**src/rtl/vsd_pkg.sv**
```systemverilog
// Shared types and constants for the vector sweep driver and its MISR.
package vsd_pkg;

  typedef enum logic [1:0] {
    ST_IDLE  = 2'd0,
    ST_DRIVE = 2'd1,
    ST_EMIT  = 2'd2,
    ST_DONE  = 2'd3
  } vsd_state_e;

  localparam logic [15:0] DEF_POLY = 16'h1021;
  localparam int unsigned CNT_W    = 4;

endpackage

```
**src/rtl/vsd_misr.sv**
```systemverilog
// Galois-form multiple-input signature register; clr wins over en.
module vsd_misr
  import vsd_pkg::*;
#(
  parameter int unsigned      SIG_W = 16,
  parameter logic [SIG_W-1:0] POLY  = SIG_W'(DEF_POLY)
) (
  input  logic             clk,
  input  logic             rst,
  input  logic             clr,
  input  logic             en,
  input  logic [SIG_W-1:0] din,
  output logic [SIG_W-1:0] sig
);

  logic [SIG_W-1:0] sig_q, sig_d;

  always_comb begin
    sig_d = sig_q;
    if (clr) begin
      sig_d = '0;
    end else if (en) begin
      sig_d = {sig_q[SIG_W-2:0], 1'b0} ^ (sig_q[SIG_W-1] ? POLY : '0) ^ din;
    end
  end

  always_ff @(posedge clk) begin
    if (rst) sig_q <= '0;
    else     sig_q <= sig_d;
  end

  assign sig = sig_q;

endmodule

```
**src/rtl/vector_sweep_driver.sv**
```systemverilog
// Sweeps every input vector of a small combinational netlist, samples the
// settled response, streams {vector, response} records and compacts them.
module vector_sweep_driver
  import vsd_pkg::*;
#(
  parameter int unsigned      N_IN   = 4,
  parameter int unsigned      N_OUT  = 6,
  parameter int unsigned      SETTLE = 1,
  parameter int unsigned      SIG_W  = 16,
  parameter logic [SIG_W-1:0] POLY   = SIG_W'(DEF_POLY)
) (
  input  logic                  clk,
  input  logic                  rst,
  input  logic                  start,
  output logic                  busy,
  output logic                  done,
  output logic [N_IN-1:0]       vec_o,
  input  logic [N_OUT-1:0]      resp_i,
  output logic                  rec_valid,
  input  logic                  rec_ready,
  output logic [N_IN+N_OUT-1:0] rec_data,
  output logic [SIG_W-1:0]      signature
);

  localparam int unsigned  REC_W       = N_IN + N_OUT;
  localparam logic [CNT_W-1:0] SETTLE_INIT = CNT_W'(SETTLE - 1);
  localparam logic [N_IN-1:0]  VEC_LAST    = '1;

  vsd_state_e        state_q, state_d;
  logic [N_IN-1:0]   vec_q, vec_d;
  logic [CNT_W-1:0]  cnt_q, cnt_d;
  logic [REC_W-1:0]  rec_q, rec_d;
  logic              valid_q, valid_d;
  logic              busy_q, busy_d;
  logic              done_q, done_d;
  logic              misr_clr_c;
  logic              misr_en_c;

  // Next-state and datapath control.
  always_comb begin
    state_d    = state_q;
    vec_d      = vec_q;
    cnt_d      = cnt_q;
    rec_d      = rec_q;
    valid_d    = valid_q;
    busy_d     = busy_q;
    done_d     = done_q;
    misr_clr_c = 1'b0;
    misr_en_c  = 1'b0;
    case (state_q)
      ST_IDLE, ST_DONE: begin
        if (start) begin
          state_d    = ST_DRIVE;
          vec_d      = '0;
          cnt_d      = SETTLE_INIT;
          done_d     = 1'b0;
          busy_d     = 1'b1;
          misr_clr_c = 1'b1;
        end
      end
      ST_DRIVE: begin
        // Sample once per vector, so a stalled EMIT never re-clocks the MISR.
        if (cnt_q == '0) begin
          rec_d     = {vec_q, resp_i};
          misr_en_c = 1'b1;
          valid_d   = 1'b1;
          state_d   = ST_EMIT;
        end else begin
          cnt_d = cnt_q - CNT_W'(1);
        end
      end
      ST_EMIT: begin
        if (valid_q && rec_ready) begin
          valid_d = 1'b0;
          if (vec_q == VEC_LAST) begin
            state_d = ST_DONE;
            busy_d  = 1'b0;
            done_d  = 1'b1;
          end else begin
            vec_d   = vec_q + N_IN'(1);
            cnt_d   = SETTLE_INIT;
            state_d = ST_DRIVE;
          end
        end
      end
      default: state_d = ST_IDLE;
    endcase
  end

  always_ff @(posedge clk) begin
    if (rst) begin
      state_q <= ST_IDLE;
      vec_q   <= '0;
      cnt_q   <= '0;
      rec_q   <= '0;
      valid_q <= 1'b0;
      busy_q  <= 1'b0;
      done_q  <= 1'b0;
    end else begin
      state_q <= state_d;
      vec_q   <= vec_d;
      cnt_q   <= cnt_d;
      rec_q   <= rec_d;
      valid_q <= valid_d;
      busy_q  <= busy_d;
      done_q  <= done_d;
    end
  end

  vsd_misr #(
    .SIG_W (SIG_W),
    .POLY  (POLY)
  ) u_misr (
    .clk (clk),
    .rst (rst),
    .clr (misr_clr_c),
    .en  (misr_en_c),
    .din (SIG_W'(resp_i)),
    .sig (signature)
  );

  assign vec_o     = vec_q;
  assign rec_data  = rec_q;
  assign rec_valid = valid_q;
  assign busy      = busy_q;
  assign done      = done_q;

endmodule
```
**config.mk**
```make
export PLATFORM = sky130hd
export DESIGN_NAME = vector_sweep_driver
export DESIGN_NICKNAME = d
export VERILOG_FILES = /design/src/rtl/vsd_pkg.sv /design/src/rtl/vsd_misr.sv /design/src/rtl/vector_sweep_driver.sv
export SDC_FILE = /design/constraint.sdc
export NUM_CORES = 1
export LEC_CHECK = 0
export ABC_AREA = 1
export CORE_MARGIN = 4
export CORE_UTILIZATION = 49
export CTS_CLUSTER_SIZE = 40
export DETAILED_ROUTE_END_ITERATION = 12
export GPL_TIMING_DRIVEN = 1
export PLACE_DENSITY_LB_ADDON = 0.08
export SYNTH_ARGS = -nofsm -noshare
export SYNTH_HDL_FRONTEND = slang
export SYNTH_SLANG_ARGS = --single-unit
```
**constraint.sdc**
```tcl
create_clock -name clk -period 1.7 [get_ports clk]
set_input_delay 0.51 -clock clk [delete_from_list [all_inputs] [get_ports clk]]
set_output_delay 0.51 -clock clk [all_outputs]
set_load 0.005 [all_outputs]
```
==> reports/metrics.yaml <==
ys_seq_elements: 39
finalHoldViolCount: 0
cp-end-kind: "primary output"
cp_cell_sequence: "clkdlybuf4s50_1"
cpPeakStageDelay_ns: 0.51
die_width_um: 68.62
overflow: 0
synth.distinct_cells: 30
wl_per_cell_um: 12.21
finalCritPeriodShare: 0.9854
arrival_ns: 1.17
rows: 21
critPathTopFamily: "buffers and inverters"
layout-drive-gt1-share: 0.1678
critical-path-slowest-cell: "clkdlybuf4s50_1"
n_antenna_cell: 0
hp-start: "rec_data[7]"
cellLeakagePower_nw: 0.9902
worstSetupStartpoint: "busy"
cts_tree: "done"
coreArea_um2: 3442
cts.reportedPaths.clkPinSlew_ns: 0.07
ys_warn_count: 0
syn_nets: 252
min_path_type: "reg -> reg"
crit_path_max_fanout: 2
post-route-util: 0.6907
firstDrtPassIters: 4
clock_latency_ns: 0.29
timing.max_cap.violations: 0
grt_setup_unrepaired: "false"
drt-initial-drc-count: 150
avgViaCountPerCell: 4.934
route.detailed.drc: 0
report.final.slew_viol_count: 0
fin_nets: 300
vias: 1638
grt_max_degree: 29
io_buffer_count: 42
cts_max_level: 2
ir_worst_vdd_uv: 1053
status: "completed"
p_per_area_nw_per_um2: 1405
cp-start-kind: "register"
initial_core_util: 0.5231
clockBufferDepth: 2
slew_headroom: 0.7038
crit_required_ns: 1.19
synthToLayoutAreaGrowth_pct: 32.04
io_pins: 43
grt_use_total: 0.1796
syn_area_um2: 1800
fin_skew_ns: 0.003926
max_freq_ghz: 0.5970
antenna_found_initial: 0
hpwlAfterDp_mm: 2.860
holdWs_ns: 0.4665
synth-seq-area-share: 0.4336
grt_pass1_vias: 1381
rr_startpoint: "cnt_q[0]"
tightest_slew_ns: 0.4439
numCtsBuffers: 5
post_dp_cell_area_um2: 2257
clock-sinks: 39
grt_pass1_wl_mm: 6.327
critPathBufInv: 1
finalSetupViolations: 0
die_y_um: 68.62
postSynthCellCount: 237
final_cell_area_um2: 2377
syn_avg_cell_area_um2: 7.597
antenna_left: 0
path_class: "reg -> out"
wirelength_mm: 4.053
dieArea_um2: 4708
cts_root_buf: "clkbuf_8"
gp_congestion: 0.8083
fin_crit_ns: 1.675
cell type report:
class                   instances  area (µm²)
inverters                      19       77.57
clock inverters                 1       5.005
well taps                      46       57.56
flip-flops and latches         39       804.5
fillers                       289        1065
clock buffers                   7       76.32
repair buffers                 49       480.5
multi-input cells             171       875.8
cells by family after synthesis:
family | Yosys count | synth area share
buffers and inverters | 27 | 0.07991
AOI/OAI and AO/OA | 46 | 0.1306
DFF | 39 | 0.4336
xor gates and xnor gates | 8 | 0.03892
and+or+nand+nor | 112 | 0.2821
adders and majority gates | 5 | 0.03475
worst min-delay path: stages (launching register included):
cell and delay [ns]:
dfxtp_1 0.31, nand2_1 0.06, a21oi_1 0.05
routing by layer:
metal / share of wire / vias to the layer above / GRT usage
li1: - / 848 / -
met1: 0.48 / 743 / 0.2376
met2: 0.46 / 40 / 0.2789
met3: 0.047 / 7 / 0.04214
met4: 0.016 / 0 / 0.07444
met5: 0 / - / 0
path summary, 6_finish.rpt:
kind / to / cells past startpoint / slack [ns]
min: rec_data[7] / 2 / 0.47
min reg2reg: rec_data[7] / 2 / 0.47
max: busy / 1 / 0.02
max reg2reg: cnt_q[1] / 7 / 0.19
state kept, by name, summed over array words and instances, names as in the netlist:
signal      flops
done            1
rec_data       10
u_misr.sig     16
cnt_q           4
rec_valid       1
vec_o           4
state_q         2
busy            1
placed cells by master, fill, tap and decap left out, types with 3 or more instances in the layout:
master and count:
a21oi_1 35, buf_4 7, clkbuf_8 5, clkdlybuf4s50_1 39
dfxtp_1 24, dfxtp_2 13, dlymetal6s2s_1 3, ha_1 5
inv_1 15, nand2_1 72, nand2_2 4, nand3_1 3
nor2_1 18, nor2_2 3, o21ai_0 8, or2_2 3
xor2_1 7
power breakdown:
| part | internal (W) | switching (W) |
|---|---|---|
| sequential | 0.00109 | 0.000113 |
| combinational | 0.000613 | 0.000926 |
| clock | 0.000288 | 0.000313 |
| total | 0.00199 | 0.00135 |
what timing repair did:
action,4_1_cts,5_1_grt
setup buffers,0,1
setup endpoints to repair,5,14
hold buffers,0,0
cloned,0,0
gates resized for setup,6,14
cells in the mapped netlist:
master,count,share of area
buf_4,1,0.0042
inv_1,15,0.031
nor3b_1,1,0.0042
a31oi_1,1,0.0035
nand2_2,4,0.014
a21oi_1,35,0.097
and2_1,1,0.0035
nand2_4,1,0.0063
clkbuf_1,1,0.0021
nand4_1,2,0.0069
clkbuf_2,1,0.0028
a21oi_2,1,0.0049
o21ai_0,8,0.022
nand3_4,2,0.019
xnor2_1,1,0.0049
nand3_1,3,0.0083
clkinv_2,1,0.0028
clkinv_4,1,0.0049
o21ai_1,1,0.0028
or2_2,3,0.010
nand2_1,72,0.15
ha_1,5,0.035
buf_2,1,0.0028
inv_2,2,0.0042
xor2_1,7,0.034
dfxtp_1,39,0.43
nor2_1,18,0.038
nor2_2,3,0.010
nand3_2,2,0.011
buf_6,4,0.025
metrics by stage:
stage | worst slack [ns] | TNS [ns] | total power [W] | instances
2_1_floorplan | 0.3401 | 0 | 0.002367 | 237
3_3_place_gp | -0.03921 | -0.07653 | 0.002702 | 323
3_5_place_dp | -0.06088 | -0.1721 | 0.002727 | 323
4_1_cts | 0.0009579 | 0 | 0.003339 | 331
5_1_grt | 0.002354 | 0 | 0.003594 | 332
6_report | 0.02483 | 0 | 0.003339 | 332
Power figures use the tool's default switching activity.
